File: config.mk
export PLATFORM = sky130hd
export DESIGN_NAME = dm_bus_arbiter
export DESIGN_NICKNAME = d
export VERILOG_FILES = /design/src/rtl/dm_bus_arbiter.sv
export SDC_FILE = /design/constraint.sdc
export NUM_CORES = 1
export LEC_CHECK = 0
export ABC_AREA = 1
export ABC_CLOCK_PERIOD_IN_PS = 4100
export CAP_MARGIN = 20
export CORE_UTILIZATION = 41
export CTS_CLUSTER_SIZE = 24
export DETAILED_ROUTE_END_ITERATION = 12
export HOLD_SLACK_MARGIN = 0.03
export PLACE_DENSITY_LB_ADDON = 0.12
export SETUP_SLACK_MARGIN = 0.2
export SLEW_MARGIN = 20
export SYNTH_ARGS = -nofsm -noshare
export SYNTH_HDL_FRONTEND = slang
export SYNTH_SLANG_ARGS = --single-unit
File: constraint.sdc
create_clock -name clk -period 4.1 [get_ports clk]
set_input_delay 0.615 -clock clk [delete_from_list [all_inputs] [get_ports clk]]
set_output_delay 0.615 -clock clk [all_outputs]
set_load 0.01 [all_outputs]
File: src/rtl/dm_bus_arbiter.sv
// Round-robin arbiter sharing the debug module's hart-side bus slave
// between NUM_HART requesters, with a watchdog on unaccepted requests.
module dm_bus_arbiter #(
    parameter int NUM_HART = 2,
    parameter int TIMEOUT  = 64,
    localparam int OW = (NUM_HART > 1) ? $clog2(NUM_HART) : 1,
    localparam int WW = ($clog2(TIMEOUT + 1) > 1) ? $clog2(TIMEOUT + 1) : 1
) (
    input  logic                     clk,
    input  logic                     reset,
    input  logic [NUM_HART-1:0]      hart_valid,
    input  logic [NUM_HART-1:0]      hart_write,
    input  logic [NUM_HART*20-1:0]   hart_addr,
    input  logic [NUM_HART*32-1:0]   hart_wdata,
    output logic [NUM_HART-1:0]      hart_ready,
    output logic                     hart_err,
    output logic [31:0]              hart_rdata,
    output logic                     bus_valid,
    output logic                     bus_write,
    output logic [19:0]              bus_addr,
    output logic [31:0]              bus_wdata,
    input  logic                     bus_ready,
    input  logic [31:0]              bus_rdata,
    output logic [OW-1:0]            owner
);

    localparam logic [1:0] S_IDLE  = 2'd0;
    localparam logic [1:0] S_ISSUE = 2'd1;
    localparam logic [1:0] S_RESP  = 2'd2;

    logic [1:0]    r_state;
    logic [OW-1:0] r_rr_ptr;
    logic [OW-1:0] r_owner;
    logic [WW-1:0] r_wd_cnt;
    logic          r_write;
    logic [19:0]   r_addr;
    logic [31:0]   r_wdata;
    logic [31:0]   r_result;
    logic          r_err;

    logic          w_any;
    logic [OW-1:0] w_pick;
    logic [OW-1:0] w_rr_next;
    logic [WW-1:0] w_wd_next;
    logic          w_timeout;

    // First requesting hart at or after the rotation pointer, wrapping.
    always_comb begin
        int k;
        w_any  = 1'b0;
        w_pick = '0;
        k      = 0;
        for (int i = 0; i < NUM_HART; i++) begin
            k = int'(r_rr_ptr) + i;
            if (k >= NUM_HART) begin
                k = k - NUM_HART;
            end
            if (!w_any && hart_valid[k]) begin
                w_any  = 1'b1;
                w_pick = OW'(k);
            end
        end
    end

    assign w_rr_next = (r_owner == OW'(NUM_HART - 1)) ? '0 : r_owner + 1'b1;
    assign w_wd_next = (r_wd_cnt == '1) ? r_wd_cnt : r_wd_cnt + 1'b1;
    assign w_timeout = (TIMEOUT != 0) && (r_wd_cnt == WW'(TIMEOUT - 1));

    always_ff @(posedge clk or posedge reset) begin
        if (reset) begin
            r_state  <= S_IDLE;
            r_rr_ptr <= '0;
            r_owner  <= '0;
            r_wd_cnt <= '0;
            r_write  <= 1'b0;
            r_addr   <= '0;
            r_wdata  <= '0;
            r_result <= '0;
            r_err    <= 1'b0;
        end else begin
            unique case (r_state)
                S_IDLE: begin
                    if (w_any) begin
                        r_owner  <= w_pick;
                        r_write  <= hart_write[w_pick];
                        r_addr   <= hart_addr[int'(w_pick)*20 +: 20];
                        r_wdata  <= hart_wdata[int'(w_pick)*32 +: 32];
                        r_wd_cnt <= '0;
                        r_state  <= S_ISSUE;
                    end
                end
                S_ISSUE: begin
                    r_wd_cnt <= w_wd_next;
                    // A handshake in the final watchdog cycle still wins.
                    if (bus_ready) begin
                        r_result <= r_write ? 32'd0 : bus_rdata;
                        r_err    <= 1'b0;
                        r_state  <= S_RESP;
                    end else if (w_timeout) begin
                        r_result <= 32'd0;
                        r_err    <= 1'b1;
                        r_state  <= S_RESP;
                    end
                end
                S_RESP: begin
                    r_rr_ptr <= w_rr_next;
                    r_wd_cnt <= '0;
                    r_state  <= S_IDLE;
                end
                default: begin
                    r_state <= S_IDLE;
                end
            endcase
        end
    end

    always_comb begin
        hart_ready = '0;
        if (r_state == S_RESP) begin
            hart_ready[r_owner] = 1'b1;
        end
    end

    assign hart_err   = (r_state == S_RESP) && r_err;
    assign hart_rdata = (r_state == S_RESP) ? r_result : 32'd0;
    assign bus_valid  = (r_state == S_ISSUE);
    assign bus_write  = r_write;
    assign bus_addr   = r_addr;
    assign bus_wdata  = r_wdata;
    assign owner      = r_owner;

endmodule

==> results by group, run 1 <==
Run status
  • Outcome: completed

Synthesis
  • Synthesized Nets: between 700 and 800
  • Synth Area per Inst: 8.09 sq um
  • Synth warnings: 0
  • Synth Register Bits: 97
  • Cell Area, Synth: around 0.0048 sq mm
  • Sequential-to-total area share from yosys stat: 0.506
  • Mapped Cells: 593
  • Unique masters post-synth: 24

Die
  • Starting Density: 0.420
  • Die area: approximately 0.012 sq mm
  • Die Y: between 100 and 150 um
  • Core box area: roughly 0.011 sq mm
  • Die X: approximately 110 um
  • Ports: approximately 230
  • Rows: 39

Global route
  • Total congestion overflow: 0
  • Total track usage: 0.248
  • Initial antenna violation count: 0
  • First-pass GRT wire length: between 20000 and 25000 um
  • Vias in the first global route: ~4.6k
  • Largest net degree at the start of global routing: 70

Final layout
  • Most common cell after layout, fill and taps aside: clkdlybuf4s50_1
  • Sequential cell area: about 0.0024 sq mm
  • Final Net Count: 945
  • Multi-input gate area: 0.00196 sq mm
  • ANT cells: 0
  • Layout fillers: between 1k and 1.5k
  • Most frequent cells in the layout: 231 x clkdlybuf4s50_1, 101 x nand2_1, 97 x dfrtp_1, 81 x nand3_1, 77 x nor2_1
  • Synth-to-Final Area Change: 55.3%
  • Post-route insts no fill: 949
  • Share of cells above drive strength 1: 0.0571
  • Final core utilization: 0.652
  • Post-Layout Inst Area: between 0.007 and 0.008 sq mm

STA
  • Tcrit/Tclk final: 0.681
  • Slew margin rel.: 0.306
  • Clock Skew: 6.81 ps
  • Min Tclk post-route: 2790 ps
  • Slew Viols, Final: 0
  • Unrepaired setup endpoints after global routing: no
  • Final WS setup: 1310 ps
  • Highest Clock Rate: roughly 360 MHz
  • Final setup fails: 0
  • Fin Setup TNS: 0 ps
  • Worst Max-Slew Pin Slew: ~1000 ps
  • Final Hold Vio Count: 0

Pwr
  • Combinational share of power: 0.459
  • Cell internal pwr: slightly below 3000 uW
  • Seq pwr share: 0.350
  • Peak supply drop: ~290 uV
  • LEAKAGE: between 0.003 and 0.004 uW
  • Switching pwr: 1770 uW
  • Cell Pwr Density: 634 mW/mm^2
  • Switching Fraction: 0.375
  • Clock power frac: 0.191

Route
  • WL/cell: roughly 16 um
  • Final WL: roughly 15000 um
  • DRC: 0
  • Via count: ~5.0k
  • DRT Pass-1 Iters: 5
  • Vias per cell: between 5 and 6
  • DRT antenna net count: 0
  • First DRT Iteration DRCs: 360

Clock network
  • Total CTS buffers: 9
  • Root Buffer: clkbuf_16
  • CTS Buffer Depth: 2
  • Clk slew on worst S/H paths: about 60 ps
  • CTS tree: done
  • Post_cts resized: 0
  • # H-tree levels: 3
  • Worst skew pair latency: 340 ps
  • Clock sinks: 97
  • Hold buffers post-CTS: 0
  • Post CTS Setup Buffer Count: 0

Placed design
  • Dpl cell area: around 0.007 sq mm
  • Port bufs: between 200 and 250
  • Detailed Place HPWL: approximately 10000 um
  • Pre-CTS setup slack: 1280 ps
  • Final GP Congestion: 0.825
  • Inst Count DP: 933

Hold path
  • Hold Path Class: register to register

Setup path
  • Max stage delay on crit path: about 570 ps
  • Slowest CP cell: clkdlybuf4s50_1
  • CP Max Fanout: 36
  • Cell Chain, Critical Path: inv_1 > nand2_2 > nor2_1 > clkdlybuf4s50_1
  • Crit start category: register
  • Critical Path RT: approximately 3500 ps
  • Crit path kind: register to output pin
  • Crit end category: output pin
  • Arrival @ worst endpoint: around 2200 ps

Run
  • Total of max-cap violations: 0
-- cell usage after synthesis (all sizes together) --
master | n | area (sq um)
inv | 49 | 184
nor2 | 79 | 312
ha | 1 | 12.5
o21a | 17 | 128
o21ai | 5 | 28.8
a21oi | 76 | 407
nand3b | 2 | 18.8
nand4 | 33 | 206
nand2 | 109 | 432
nand3 | 81 | 405
clkbuf | 20 | 75.1
buf | 24 | 160
dfrtp | 97 | 2430
-- registers in the layout, summed over array words and instances, names as in the netlist --
name	flops
bus_addr	20
bus_wdata	32
bus_write	1
owner	1
r_err	1
r_result	32
r_rr_ptr	1
r_state	2
r_wd_cnt	7
-- layer usage --
metal / track usage / vias to the layer above / share of wire
met2: 0.427 / 205 / 0.49
met1: 0.304 / 2360 / 0.41
met4: 0.0959 / 0 / 0.017
met5: 0 / - / 0
met3: 0.0511 / 19 / 0.078
li1: - / 2372 / -
-- stage by stage --
step | power (uW) | hold WS [ps]
finish | 4720 | 472
global route | 5040 | 492
CTS | 4750 | 475
detailed placement | 3840 | 459
global placement | 3760 | 453
floorplan | 2830 | 442
-- worst max-delay path, delay by kind of cell (launching register included) --
family | cells | cell delay, ps
simple gates | 2 | 730
flops | 1 | 360
buf+inv | 2 | 740
-- power by group through the flow --
| stage | sequential [uW] | combinational [uW] | clock [uW] |
|---|---|---|---|
| floorplan | 1750 | 1080 | 0 |
| global placement | 1640 | 2120 | 0 |
| detailed placement | 1660 | 2180 | 0 |
| CTS | 1650 | 2180 | 915 |
| global route | 1700 | 2390 | 950 |
| finish | 1650 | 2170 | 901 |
-- worst paths after layout --
| check | end | start | slack (ps) | cells past startpoint |
|---|---|---|---|---|
| worst min register to register | r_result[23] | r_result[23] | 470 | 2 |
| min in group asynchronous | bus_wdata[6] | reset | 780 | 2 |
| worst max register to register | bus_addr[6] | r_state[1] | 2170 | 5 |
| worst max-delay path | hart_rdata[4] | r_state[0] | 1310 | 4 |
| worst min-delay path | r_result[23] | r_result[23] | 470 | 2 |
| max in group asynchronous | r_result[13] | reset | 2490 | 3 |
-- kinds of logic after synthesis --
logic type | count (synthesis) | synth area share
AO/OA/AOI/OAI | 98 | 0.117
adder cells (fa/ha/maj) | 1 | 0.00261
buffers and inverters | 93 | 0.0874
flip-flops | 97 | 0.506
AND/OR/NAND/NOR | 304 | 0.286
-- layout make-up --
| type | count | share of cell area |
|---|---|---|
| Sequential cell | 97 | 0.326 |
| Timing Repair Buffer | 241 | 0.320 |
| Multi-Input combinational cell | 403 | 0.263 |
| Clock buffer | 11 | 0.0313 |
| Inverter | 49 | 0.0250 |
| Tap cell | 143 | 0.0240 |
| Clock inverter | 5 | 0.0106 |
Note: power is estimated with default switching activity, not from simulation.
==> run 2, diff against run 1 <==
Settings changed: ABC_CLOCK_PERIOD_IN_PS 4100 to 2900.
Clock period 4.1 ns to 2.9 ns, I/O delays scaled along.
==> run 2 against run 1 <==
Clock power rose by 42%. Non-clock buffer count rose by 1. Count of clock-buffer cells in the layout did not move. Combinational power rose by 42%. Utilization rose by 0.54 points. Worst setup slack got worse by 790 ps. Register-to-register slack got worse by 980 ps. Global-route usage fell by 0.28 points. Via count fell by 0.12%. Power rose by 42%. Largest power group unchanged.
==> results by group, run 2 (synthesis results as in run 1) <==
Pwr
  • Total power: 6710 uW (+42%)
  • Cell Pwr Density: 894 mW/mm^2 (+41%)
  • LEAKAGE: 0.00326 uW (+0.64%)
  • Peak supply drop: 498 uV (+69%)

STA
  • Clock Skew: 7.95 ps (+1.15 ps)
  • Fin Setup TNS: 0 ps (unchanged)
  • Slew Viols, Final: 0 (unchanged)
  • Hold Slack: 471 ps (-1.56 ps)
  • Final setup fails: 0 (unchanged)
  • Unrepaired setup endpoints after global routing: no
  • Slew margin rel.: 0.322 (+0.0165)
  • Worst Max-Slew Pin Slew: 1020 ps (-24.7 ps)
  • Tcrit/Tclk final: 0.822
  • Highest Clock Rate: roughly 420 MHz
  • Final Hold Vio Count: 0 (unchanged)
  • Min Tclk post-route: 2380 ps

Setup path
  • Slowest CP cell: clkdlybuf4s50_1
  • Crit start category: register
  • Crit path kind: register to output pin
  • Crit end category: output pin
  • Arrival @ worst endpoint: 1950 ps (-230 ps)
  • Max stage delay on crit path: 560 ps (about the same)
  • Critical Path RT: 2470 ps (-1010 ps)
  • CP bufs+invs: 3 (+1)
  • CP Max Fanout: 36 (unchanged)
  • Cell Chain, Critical Path: inv_1 > nand2_1 > buf_4 > nor2_1 > clkdlybuf4s50_1
  • Delay-heaviest family, CP: buffers and inverters

Placed design
  • Detailed Place HPWL: 10400 um (-0.47%)
  • Final GP Congestion: 0.848 (+2.8%)
  • Dpl cell area: 0.00719 sq mm (+0.83%)
  • Port bufs: 232 (unchanged)

Global route
  • Met1 Use GR: 0.313 (+0.00908)
  • GR Util met3: 0.0535 (+0.00235)
  • Met2 GRT Util: 0.403 (-0.0237)
  • Total track usage: 0.245 (-0.00283)
  • Initial antenna violation count: 0 (unchanged)
  • Total congestion overflow: 0 (unchanged)
  • GRT busiest layer: met2
  • First-pass GRT wire length: 23100 um (+0.66%)
  • Largest net degree at the start of global routing: 62 (-11%)
  • Vias in the first global route: 4675 (+1.1%)

Route
  • Vias per cell: 5.21 (-0.23%)
  • First DRT Iteration DRCs: 496 (+38%)
  • DRT antenna net count: 0 (unchanged)
  • Final WL: 14900 um (-2.1%)
  • DRT Pass-1 Iters: 5 (unchanged)
  • WL/cell: 15.7 um (-2.2%)
  • DRC: 0 (unchanged)
  • Via count: 4950 (-0.12%)

Die
  • Starting Density: 0.420 (unchanged)
  • Die area: 0.0121 sq mm (unchanged)
  • Rows: 39 (unchanged)
  • Ports: 233 (unchanged)
  • Core box area: 0.0114 sq mm (unchanged)
  • Die Y: 110 um (unchanged)
  • Die X: 110 um (unchanged)

Clock network
  • Clk slew on worst S/H paths: 70 ps (about the same)
  • Post CTS Setup Buffer Count: 0 (unchanged)
  • Post_cts resized: 0 (unchanged)
  • # H-tree levels: 3 (unchanged)
  • Total CTS buffers: 9 (unchanged)
  • Root Buffer: clkbuf_16
  • Clock sinks: 97 (unchanged)
  • Worst skew pair latency: 340 ps (about the same)
  • CTS tree: done
  • Hold buffers post-CTS: 0 (unchanged)
  • CTS Buffer Depth: 2 (unchanged)

Final layout
  • Most common cell after layout, fill and taps aside: clkdlybuf4s50_1
  • Final Net Count: 946 (+0.11%)
  • Share of cells above drive strength 1: 0.0582 (+0.00117)
  • Most frequent cells in the layout: 231 x clkdlybuf4s50_1, 102 x nand2_1, 97 x dfrtp_1, 81 x nand3_1, 77 x nor2_1
  • Final core utilization: 0.657 (+0.00537)
  • Post-Layout Inst Area: 0.00751 sq mm (+0.82%)
  • ANT cells: 0 (unchanged)
  • Synth-to-Final Area Change: 56.5%

Run
  • Total of max-cap violations: 0 (unchanged)

Run status
  • Outcome: completed

Hold path
  • Hold Path Class: register to register
==> run 2: worst paths after layout <==
path,cells past startpoint,endpoint,slack (ps),start
setup / recovery,5,hart_rdata[2],520,r_state[0]
max in group asynchronous,3,r_result[2],1790,reset
setup reg to reg,8,r_result[4],1190,r_wd_cnt[0]
min in group asynchronous,2,bus_wdata[15],530,reset
hold reg to reg,2,r_result[19],470,r_result[19]
hold / removal,2,r_result[19],470,r_result[19]
==> run 2: metrics by stage <==
stage               setup WS [ps]  std cells
global route                  433        950
CTS                           529        950
global placement              895        934
detailed placement            855        934
floorplan                    1320        593
finish                        515        950
==> run 2: metal layers <==
layer | share of wire | wire, um
met1 | 0.41 | 6100
met2 | 0.48 | 7180
met3 | 0.085 | 1270
met4 | 0.026 | 394
met5 | 0 | 0
==> run 2: area by class of cell <==
type                            instances  area, sq um
Inverter                               49          188
Tap cell                              143          179
Timing Repair Buffer                  242         2440
Multi-Input combinational cell        403         1950
Sequential cell                        97         2430
Clock inverter                          5         78.8
Fill cell                             985         3910
Clock buffer                           11          243
==> run 2: where the power goes <==
part           switching, uW  total [uW]  internal (uW)
Combinational           1620        3090           1470
Sequential               370        2350           1970
Clock                    499        1280            778
Total                   2490        6710           4220
==> run 2: worst min-delay path, delay by kind of cell (launching register included) <==
kind / cells / cell delay [ps]
simple gates: 2 / 100
flops: 1 / 340
==> run 3, diff against run 2 <==
Settings changed: ABC_CLOCK_PERIOD_IN_PS 2900 to 2200.
Clock period 2.9 ns to 2.2 ns, I/O delays scaled along.
==> run 3 against run 2 <==
Combinational power rose by 32%. Non-clock buffer count rose by 7. Global-route usage fell by 0.61 points. Highest routed layer is now met5. Die area did not move.
==> results by group, run 3 (synthesis results as in run 1) <==
STA
  • Min Tclk post-route: approximately 1900 ps
  • Unrepaired setup endpoints after global routing: no
  • Final setup fails: 0 (unchanged)
  • Worst Max-Slew Pin Slew: 597 ps (-419 ps)
  • Clock Skew: 7.18 ps (-0.777 ps)
  • Slew margin rel.: 0.601 (+0.279)
  • Final WS setup: 299 ps (-216 ps)
  • Highest Clock Rate: 526 MHz
  • Slew Viols, Final: 0 (unchanged)
  • Fin Setup TNS: 0 ps (unchanged)
  • Tcrit/Tclk final: 0.864
  • Final Hold Vio Count: 0 (unchanged)

Pwr
  • Combinational share of power: 0.474 (+0.014)
  • Clock power frac: 0.168 (-0.022)
  • LEAKAGE: 0.00344 uW (+5.6%)
  • Switching Fraction: 0.378 (+0.00692)
  • Peak supply drop: 651 uV (+31%)
  • Switching pwr: 3260 uW (+31%)
  • Cell Pwr Density: 1150 mW/mm^2 (+29%)
  • Total power: 8620 uW (+28%)
  • Seq pwr share: 0.359 (+0.009)
  • Cell internal pwr: 5360 uW (+27%)

Clock network
  • Root Buffer: clkbuf_16
  • Hold buffers post-CTS: 0 (unchanged)
  • CTS Buffer Depth: 2 (unchanged)
  • Worst skew pair latency: 340 ps (about the same)
  • CTS tree: done
  • Clock sinks: 97 (unchanged)
  • # H-tree levels: 3 (unchanged)
  • Clk slew on worst S/H paths: 60 ps (about the same)
  • Total CTS buffers: 9 (unchanged)

Route
  • Vias per cell: 5.07 (-2.7%)
  • DRT antenna net count: 0 (unchanged)
  • First DRT Iteration DRCs: 319 (-36%)
  • DRT Pass-1 Iters: 4 (-1)
  • Via count: 4854 (-1.9%)
  • DRC: 0 (unchanged)
  • Final WL: 14600 um (-2.5%)
  • WL/cell: 15.2 um (-3.2%)

Die
  • Die X: 110 um (unchanged)
  • Die Y: 110 um (unchanged)
  • Ports: 233 (unchanged)
  • Core box area: 0.0114 sq mm (unchanged)
  • Die area: 0.0121 sq mm (unchanged)
  • Rows: 39 (unchanged)
  • Starting Density: 0.420 (unchanged)

Final layout
  • Synth-to-Final Area Change: 55.9%
  • Share of cells above drive strength 1: 0.0663 (+0.00810)
  • Most common cell after layout, fill and taps aside: clkdlybuf4s50_1
  • Final core utilization: 0.655 (-0.00263)
  • Most frequent cells in the layout: 196 x clkdlybuf4s50_1, 102 x nand2_1, 97 x dfrtp_1, 81 x nand3_1, 77 x nor2_1
  • ANT cells: 0 (unchanged)
  • Final Net Count: 953 (+0.74%)

Global route
  • Largest net degree at the start of global routing: 61 (-1.6%)
  • Total congestion overflow: 0 (unchanged)
  • Initial antenna violation count: 1 (+1)
  • First-pass GRT wire length: 22100 um (-4.7%)
  • Vias in the first global route: 4661 (-0.30%)
  • Total track usage: 0.239 (-0.00614)

Run
  • Total of max-cap violations: 0 (unchanged)

Setup path
  • CP Max Fanout: 14 (-61%)
  • Crit start category: register
  • Crit path kind: register to output pin
  • Arrival @ worst endpoint: 1570 ps (-380 ps)
  • Critical Path RT: 1870 ps (-600 ps)
  • Crit end category: output pin

Hold path
  • Hold Path Class: primary input to async pin

Placed design
  • Detailed Place HPWL: 10300 um (-0.29%)
  • Final GP Congestion: 0.814 (-4.0%)
  • Port bufs: 232 (unchanged)
  • Pre-CTS setup slack: 359 ps (-497 ps)

Run status
  • Outcome: completed
-- run 3: layout make-up --
cell class	count	area, sq um
repair buffers	249	2460
well taps	143	179
clock inverters	4	28.8
inverters	49	188
clock buffers	12	246
flip-flops and latches	97	2430
fillers	986	3940
multi-input cells	403	1950
-- run 3: power by group through the flow --
stage | clock (uW) | sequential [uW] | combinational (uW)
after floorplan | 0 | 3260 | 2020
after global placement | 0 | 3070 | 4060
after detailed placement | 0 | 3100 | 4140
after CTS | 1470 | 3090 | 4130
after global routing | 1560 | 3180 | 4490
final | 1440 | 3090 | 4080
-- run 3: per-layer routing --
metal | up-vias | GRT usage | wire [um]
met1 | 2263 | 0.279 | 5810
met4 | 2 | 0.0808 | 240
met2 | 177 | 0.423 | 7340
met3 | 21 | 0.0623 | 1190
li1 | 2391 | - | -
met5 | - | 0 | 13
-- run 3: repair_timing --
item / 4_1_cts / 5_1_grt
setup buffers: 1 / 0
resized for setup: 36 / 1
pin swaps: 1 / 0
endpoints found under the hold margin: 0 / 0
endpoints found under the setup margin: 36 / 1
-- run 3: path summary, 6_finish.rpt --
kind                              start  slack [ps]  cells past startpoint            end
hold / removal                    reset         410                      2     r_state[0]
hold reg to reg            r_result[24]         470                      2   r_result[24]
min in group clk           r_result[24]         470                      2   r_result[24]
setup / recovery             r_state[0]         300                      5  hart_ready[1]
max in group asynchronous         reset        1210                      3    r_wd_cnt[1]
setup reg to reg            r_wd_cnt[0]         570                      8   r_result[21]
-- run 3: worst max-delay path, cell delays in order (launching register included) --
cell and delay [ps]:
dfrtp_1 370, inv_2 110, nand2_1 110, buf_4 200, nor2_1 150, dlygate4sd2_1 290
-- run 3: stage by stage --
stage                     cell area (sq um)  std cells  hold slack (ps)
final                                  7480        957              414
after global routing                   7480        957              447
after CTS                              7470        957              425
after detailed placement               7230        940              458
after floorplan                        4800        593              442
after global placement                 7230        940              454
